$ cat src/rtl/poly_fir_stage2.sv
// poly_fir_stage2: decimating FIR, one shared registered multiplier stepping through the taps
module poly_fir_stage2 #(
  parameter int DECIMATION_FACTOR = 2,
  parameter int TAP_LEN = 32,
  parameter int DATA_WIDTH = 16,
  parameter int COEF_WIDTH = 16,
  parameter int COEF_SHIFT = 15,
  parameter logic [TAP_LEN*COEF_WIDTH-1:0] COEFS = {
    {(TAP_LEN/4){COEF_WIDTH'(16384/TAP_LEN)}},
    {(TAP_LEN/2){COEF_WIDTH'(3*16384/TAP_LEN)}},
    {(TAP_LEN/4){COEF_WIDTH'(16384/TAP_LEN)}}}
) (
  input  logic                  clk,
  input  logic                  rst_n,
  input  logic                  din_valid,
  input  logic [DATA_WIDTH-1:0] din,
  output logic                  dout_valid,
  output logic [DATA_WIDTH-1:0] dout,
  output logic                  busy,
  output logic                  overrun
);
  localparam int TW = $clog2(TAP_LEN);
  localparam int BW = TW + 1;
  localparam int PW = DATA_WIDTH + COEF_WIDTH;
  localparam int AW = PW + TW;
  localparam int CW = DECIMATION_FACTOR > 1 ? $clog2(DECIMATION_FACTOR) : 1;
  localparam logic [CW-1:0] PH_LAST = CW'(DECIMATION_FACTOR - 1);
  localparam logic signed [AW-1:0] RND = AW'(1) << (COEF_SHIFT - 1);
  localparam logic signed [AW-1:0] SMAX = {{(AW-DATA_WIDTH+1){1'b0}}, {(DATA_WIDTH-1){1'b1}}};
  localparam logic signed [AW-1:0] SMIN = {{(AW-DATA_WIDTH+1){1'b1}}, {(DATA_WIDTH-1){1'b0}}};
  typedef enum logic [1:0] {IDLE, MAC, FLUSH, OUT} state_t;
  state_t state;
  logic [DATA_WIDTH-1:0] mem [2*TAP_LEN];
  logic [BW-1:0] wp, snap, ra;
  logic [TW-1:0] cnt;
  logic [CW-1:0] ph;
  logic signed [PW-1:0] prod;
  logic signed [AW-1:0] acc, scaled;
  logic signed [DATA_WIDTH-1:0] xk;
  logic signed [COEF_WIDTH-1:0] hk;
  logic [DATA_WIDTH-1:0] sat;
  logic pv, oq, trig;
  assign trig = din_valid && ph == PH_LAST;
  assign ra = snap - BW'(cnt);
  always_comb begin
    xk = $signed(mem[ra]);
    hk = $signed(COEFS[cnt*COEF_WIDTH +: COEF_WIDTH]);
    scaled = (acc + RND) >>> COEF_SHIFT;
    sat = scaled > SMAX ? SMAX[DATA_WIDTH-1:0] : scaled < SMIN ? SMIN[DATA_WIDTH-1:0] : scaled[DATA_WIDTH-1:0];
  end
  // product lags the tap counter by one cycle, accumulator by two; FLUSH drains the last tap
  always_ff @(posedge clk) begin
    if (!rst_n) begin
      state <= IDLE;
      mem <= '{default: '0};
      wp <= '0;
      snap <= '0;
      cnt <= '0;
      ph <= '0;
      prod <= '0;
      acc <= '0;
      pv <= 1'b0;
      oq <= 1'b0;
      dout <= '0;
      dout_valid <= 1'b0;
      busy <= 1'b0;
      overrun <= 1'b0;
    end else begin
      if (din_valid) begin
        mem[wp] <= din;
        wp <= wp + 1'b1;
        ph <= trig ? '0 : ph + 1'b1;
      end
      overrun <= trig && state != IDLE;
      prod <= PW'(xk) * PW'(hk);
      pv <= state == MAC;
      oq <= state == OUT;
      dout_valid <= oq;
      if (oq) dout <= sat;
      if (pv) acc <= acc + AW'(prod);
      case (state)
        IDLE: if (trig) begin
          state <= MAC;
          snap <= wp;
          cnt <= '0;
          acc <= '0;
          busy <= 1'b1;
        end
        MAC: begin
          cnt <= cnt + 1'b1;
          if (cnt == TW'(TAP_LEN - 1)) state <= FLUSH;
        end
        FLUSH: state <= OUT;
        default: begin
          state <= IDLE;
          busy <= 1'b0;
        end
      endcase
    end
  end
endmodule

$ cat config.mk
export PLATFORM = sky130hd
export DESIGN_NAME = poly_fir_stage2
export DESIGN_NICKNAME = d
export VERILOG_FILES = /design/src/rtl/poly_fir_stage2.sv
export SDC_FILE = /design/constraint.sdc
export NUM_CORES = 2
export LEC_CHECK = 0
export CORE_AREA = 2 2 346 348
export CTS_BUF_LIST = sky130_fd_sc_hd__clkbuf_2 sky130_fd_sc_hd__clkbuf_4 sky130_fd_sc_hd__clkbuf_8
export CTS_CLUSTER_SIZE = 24
export DETAILED_ROUTE_END_ITERATION = 8
export DIE_AREA = 0 0 348 350
export PLACE_DENSITY_LB_ADDON = 0.25
export SLEW_MARGIN = 10
export SYNTH_ARGS = -nofsm -noshare
export SYNTH_HDL_FRONTEND = slang
export SYNTH_SLANG_ARGS = --single-unit
$ cat constraint.sdc
create_clock -name clk -period 11.2 [get_ports clk]
set_clock_uncertainty 0.15 [all_clocks]
set_input_delay 2.24 -clock clk [delete_from_list [all_inputs] [get_ports clk]]
set_output_delay 2.24 -clock clk [all_outputs]
set_load 0.01 [all_outputs]
==> impl_metrics.py <==
metrics = {
    "floorplan": {
        "chipHeight_um": 350,
        "initial_core_util": 0.449,
        "coreArea_sq_mm": 0.118,
        "ios": 38,
        "rows": 126,
        "die_w_um": 348,
        "die_area_sq_mm": 0.122,
    },
    "timing": {
        "fmax_ghz": 0.120,
        "fin_hold_ws_ps": 312,
        "period_needed_ps": 8370,
        "rsz0062_at_grt": "false",
        "max_slew_margin": 0.130,
        "setup_tns_ps": 0,
        "hold_viol_final": 0,
        "tightest_slew_ps": 1300,
        "timing.final.crit_share": 0.747,
        "slew_violations": 0,
        "setup_viol": 0,
    },
    "setup_path": {
        "crit_path_end_kind": "flip-flop",
        "rr_startpoint": "cnt[0]",
        "path_class": "flip-flop to flip-flop",
        "cp_max_fo": 39,
        "arrival_ps": 9060,
        "cp-startpoint": "cnt[0]",
        "ff2ff_setup_slack_ps": 2830,
        "cp.required_ps": 11900,
        "start_kind": "flip-flop",
    },
    "detailed_routing": {
        "routed_wl_um": 168000,
        "num_vias": 42400,
        "drc": 0,
        "post_drt_wl_per_cell_um": 22.8,
        "wl_met1_um": 73400,
        "routed.top_layer": "met5",
        "dr.pass1.iters": 8,
        "drt_iter0_drc": 4312,
        "wl_met3_um": 15800,
        "via_per_inst": 5.74,
        "drtAntennaViolNets": 0,
        "wl_met2_um": 73000,
    },
    "hold_path": {
        "min_from": "mem[613]",
        "hold_class": "flip-flop to flip-flop",
    },
    "run": {
        "maxCapViolCount": 0,
    },
    "clock_tree": {
        "cts_max_level": 4,
        "post_cts_buffers": 0,
        "post_cts_resized": 0,
        "clock_latency_ps": 910,
        "cts_tree": "done",
        "cts_buffer_depth": 3,
        "cts_inserted_buffers": 184,
        "clk_pin_slew_ps": 60,
        "cts.sinks": 1116,
        "root_buffer": "clkbuf_8",
        "hold_buffers": 0,
    },
    "yosys": {
        "synth-edff-count": 0,
        "syn_nets": 6032,
        "synth_cell_types": 66,
        "async_flop_share": 0,
        "yosysSeqAreaShare": 0.422,
        "synth_cells": 5899,
        "synth-seq-cells": 1116,
        "synth_warnings": 0,
        "synth_area_sq_mm": 0.0529,
        "synth_flop_cell": "dfxtp_1",
        "avgSynthCellArea_sq_um": 8.97,
    },
    "place": {
        "port_buffers": 37,
        "place_inst": 7070,
        "placed_area_sq_mm": 0.0540,
        "gp_congestion": 0.895,
        "dp_hpwl_um": 100000,
    },
    "global_route": {
        "antenna_found_initial": 5,
        "grt_pass1_wl_um": 254000,
        "track_usage": 0.273,
        "grt_pass1_vias": 40200,
        "overflow": 0,
        "grt_max_degree": 264,
    },
    "power": {
        "comb_power_share": 0.116,
        "total_leakage_power_uw": 0.0197,
        "p_sw_frac": 0.267,
        "irDropWorstVdd_v": 0.0000972,
        "p_clk_frac": 0.434,
        "p_seq_frac": 0.450,
        "switchingPower_uw": 2380,
        "power-per-cell-area_mw_per_mm2": 154,
        "p_int_uw": 6560,
    },
    "cells_and_area": {
        "layout_commonest_cell": "nand2_1",
        "final_cell_area_sq_mm": 0.0580,
        "layout.nets": 5853,
        "fillers": 11000,
        "layout.cells.non_filler": 7397,
        "drive_gt1_frac": 0.135,
        "layout_common_cells": "2181 x nand2_1, 1116 x dfxtp_1, 1028 x a21boi_0",
        "syn2layout_area_growth_pct": 9.59,
    },
    "outcome": {
        "outcome": "complete, no violations",
    },
}
[path summary, 6_finish.rpt]
check / cells after the start / endpoint
setup / recovery: 23 / prod[30]
hold / removal: 2 / mem[613]
setup reg to reg: 23 / prod[30]
hold reg to reg: 2 / mem[613]
[layout make-up]
class / instances / area [sq um] / share of cell area
repair buffers: 102 / 846 / 0.0146
clock buffers: 299 / 3710 / 0.0639
multi-input cells: 4289 / 28800 / 0.497
flip-flops and latches: 1116 / 22300 / 0.385
inverters: 27 / 101 / 0.00175
clock inverters: 26 / 273 / 0.00470
well taps: 1536 / 1920 / 0.0331
diodes: 2 / 5.00 / 0.0000863
[critical path: stages, from the launching register on]
cell	delay, ps
dfxtp_1	380
ha_4	200
fa_4	1330
buf_4	620
mux4_2	400
mux4_2	550
mux2i_1	340
mux2i_1	180
nand2_1	140
xor2_1	170
ha_1	250
ha_1	310
ha_1	210
ha_1	200
fa_1	410
a21o_1	180
a21o_1	210
a2111oi_0	720
o21ai_0	290
and4_1	260
o31ai_1	240
nand2b_1	120
a21oi_1	190
mux2i_1	210
[Yosys cell counts (8+ instances only)]
master       n  share of area
xnor2_1     37         0.0061
inv_1       27         0.0019
clkbuf_1   411          0.029
a21boi_0  1028           0.15
nor2b_1     28         0.0033
buf_2       33         0.0031
nor3_1      24         0.0023
nor2_1     144          0.010
a211oi_1    14         0.0020
ha_1       110          0.026
a31oi_1      8        0.00095
nand3_1     35         0.0033
xor2_1      27         0.0045
nand2b_1     9         0.0011
buf_4       12         0.0017
and2_1      43         0.0051
mux4_2     311           0.13
mux2i_1     61          0.012
o21ai_0     47         0.0044
dfxtp_1   1116           0.42
o22ai_1      8        0.00095
nand2_1   2182           0.15
and3_1      10         0.0012
a21o_1      18         0.0026
a21oi_1     49         0.0046
o21a_1      16         0.0023
[per-stage QoR]
| stage | setup slack, ps | utilization | total power [uW] |
|---|---|---|---|
| final | 2830 | 0.493 | 8940 |
| after global routing | 2530 | 0.493 | 9230 |
| after CTS | 2930 | 0.493 | 8980 |
| after detailed placement | 2940 | 0.459 | 5140 |
| after global placement | 3040 | 0.459 | 5140 |
| after floorplan | 4280 | - | 4860 |
[power groups by stage]
| stage | Sequential, uW | Clock, uW | Combinational (uW) |
|---|---|---|---|
| 5_1_grt | 4030 | 4100 | 1100 |
| 3_3_place_gp | 4110 | 0 | 1020 |
| 4_1_cts | 4020 | 3930 | 1030 |
| 2_1_floorplan | 4100 | 0 | 756 |
| 6_report | 4030 | 3880 | 1040 |
| 3_5_place_dp | 4110 | 0 | 1030 |
[routing by layer]
metal | vias up | track usage
met2 | 1801 | 0.412
met5 | - | 0
met1 | 20600 | 0.381
met4 | 6 | 0.106
li1 | 19600 | -
met3 | 357 | 0.0625
[registers in the layout, indices dropped and copies added, names as in the netlist, 2 cells and up]
signal	cells
prod	23
wp	6
snap	6
state	2
cnt	5
mem	1024
acc	28
dout	16
[kinds of logic after synthesis]
family | synth area share
adders and majority gates | 0.0275
and+or+nand+nor | 0.186
xor gates and xnor gates | 0.0109
buffers and inverters | 0.0375
muxes | 0.146
DFF | 0.422
AOI/OAI and AO/OA | 0.170
Note: power is estimated with default switching activity, not from simulation.
==> RTL change (config.mk and constraints unchanged) <==
Change the parameter `COEF_WIDTH` from 16 to 32.
--- a/src/rtl/poly_fir_stage2.sv
+++ b/src/rtl/poly_fir_stage2.sv
@@ -5,3 +5,3 @@
   parameter int DATA_WIDTH = 16,
-  parameter int COEF_WIDTH = 16,
+  parameter int COEF_WIDTH = 32,
   parameter int COEF_SHIFT = 15,
Check against the original RTL: not settled (the Yosys comparison gave no result); the edit may change what the design does.
==> RTL change against the original RTL <==
Power increased by 3.5%. Core utilization increased by 0.16 points. Via count increased by 4.6%. Count of clock-buffer cells in the layout increased by 6. Final area increased by 0.32%. Sequential cell count increased by 32. Setup slack got worse by 0.86 ns. Synthesized area decreased by 0.40%. Wire length increased by 2.3%. Critical path type unchanged.
==> RTL change: results (changes against the original RTL) <==
[layout]
stdcell_area_um2=58200  ; +0.32%
clockNetworkAreaShare_pct=7.30  ; +0.44 points
n_clock_buffer=305  ; +2.0%
fill_cells=11000  ; +0.54%
fin_cells=7663  ; +3.6%
nonClockBufferCount=106  ; +3.9%
top_regs=mem (1024), acc (44), prod (39)
layout-drive-gt1-share_pct=14.3  ; +0.78 points
signal_buffer_area_fraction_pct=1.58  ; +0.12 points
seq_cell_count=1148  ; +2.9%
diodes=6  ; +4
multi_input_comb_cells=4450  ; +3.8%
postLayoutCoreUtil_pct=49.4  ; +0.16 points
proportion_of_cell_area_occupied_by_multi_input_gates_pct=47.8  ; -1.8 points
non_clock_inverter_instance_count_of_the_final_layout=66  ; +140%
sequential_cell_area_um2=23000  ; +2.9%

[pwr]
total_leakage_power_nw=20.1  ; +2.3%
power.total_mw=9.25  ; +3.5%
power.net_switching_mw=2.47  ; +3.5%
power_share_of_the_sequential_group_pct=44.9  ; about the same

[global_route]
antenna_found_initial=4  ; -1
grt_max_degree=214  ; -19%
grt_pass1_wl_um=261000  ; +2.7%
number_of_global_route_vias_before_repair=42400  ; +5.5%

[placement]
hpwlAfterDp_um=101000  ; +1.2%
numPortBuffers=37  ; unchanged
preCtsSetupSlack_ns=2.14  ; -0.802 ns
dp_cells=7306  ; +3.3%
finalWeightedCongestion=0.892  ; -0.37%
dpl-instance-area_um2=53900  ; -0.17%

[logic_synthesis]
synth_area_in_compound_gates_pct=13.0  ; -4.0 points
post_synth_fa_ha_maj_area_fraction_pct=3.82  ; +1.1 points
post_synth_xor_area_fraction_pct=1.40  ; +0.31 points
synth_mux_area_share_pct=15.1  ; +0.45 points
yosys.cell_types.count=77  ; +17%
syn_nets=6317  ; +4.7%
synth_seq_area_share_pct=43.6  ; +1.4 points
synth_top_cells_by_count=sky130_fd_sc_hd__nand2_1, sky130_fd_sc_hd__dfxtp_1, sky130_fd_sc_hd__a21oi_1
yosys-top-cells-area=sky130_fd_sc_hd__dfxtp_1, sky130_fd_sc_hd__nand2_1, sky130_fd_sc_hd__mux4_2
netlist_instances=6143  ; +4.1%

[timing]
worst_hold_margin_ns=0.300  ; -0.0118 ns
max_freq_mhz=108  ; -9.4%
tightestPinTransition_ns=1.34  ; +0.0392 ns

[setup_path]
worst-endpoint-arrival_ns=9.81  ; +0.75 ns
critical_path.max_fanout=41  ; +5.1%
r2r.worst_path.cells=25  ; +8.7%
worst_r2r_endpoint=prod[31]$_SDFF_PN0_
r2r_setup_slack_ns=1.97  ; -0.86 ns
critical-path-max-stage-delay_ns=1.30  ; -0.03 ns

[clocking]
worstSkewPairLatency_ns=0.89  ; -0.02 ns
post_cts.repair.setup_buffers=0  ; unchanged
cts_inserted_buffers=190  ; +3.3%

[drt]
postRouteWirelength_um=172000  ; +2.3%
detailedRoute.firstIterationViolations=5311  ; +23%
dr.pass1.iters=6  ; -2
detail_route.vias_per_cell=5.79  ; +1.0%

[min_path]
hold-path-endpoint=mem[778]$_SDFFE_PN0P_
holdCritStartpoint=mem[778]$_SDFFE_PN0P_

[outcome]
outcome=complete, no violations

## RTL change: changes by cell type after synthesis, sizes merged, moves of 32 or more
| cell | change |
|---|---|
| dfxtp | +32 |
| inv | +39 |
| a21boi | -1025 |
| ha | +35 |
| a21oi | +1051 |
| nor2 | +62 |
## RTL change: how the worst max path moves through the flow
stage,from,to,cells after the start
floorplan,cnt[0]$_SDFFE_PN0P_,prod[31]$_SDFF_PN0_,28
global placement,cnt[0]$_SDFFE_PN0P_,prod[31]$_SDFF_PN0_,25
detailed placement,cnt[0]$_SDFFE_PN0P_,prod[31]$_SDFF_PN0_,25
CTS,cnt[0]$_SDFFE_PN0P_,prod[31]$_SDFF_PN0_,25
global route,cnt[0]$_SDFFE_PN0P_,prod[31]$_SDFF_PN0_,23
finish,cnt[0]$_SDFFE_PN0P_,prod[31]$_SDFF_PN0_,25
## RTL change: metal layers
metal / track usage (%) / wire (um)
met5: 0 / 22
met4: 11.9 / 7320
met3: 5.40 / 16200
met2: 44.5 / 78400
met1: 37.1 / 70300
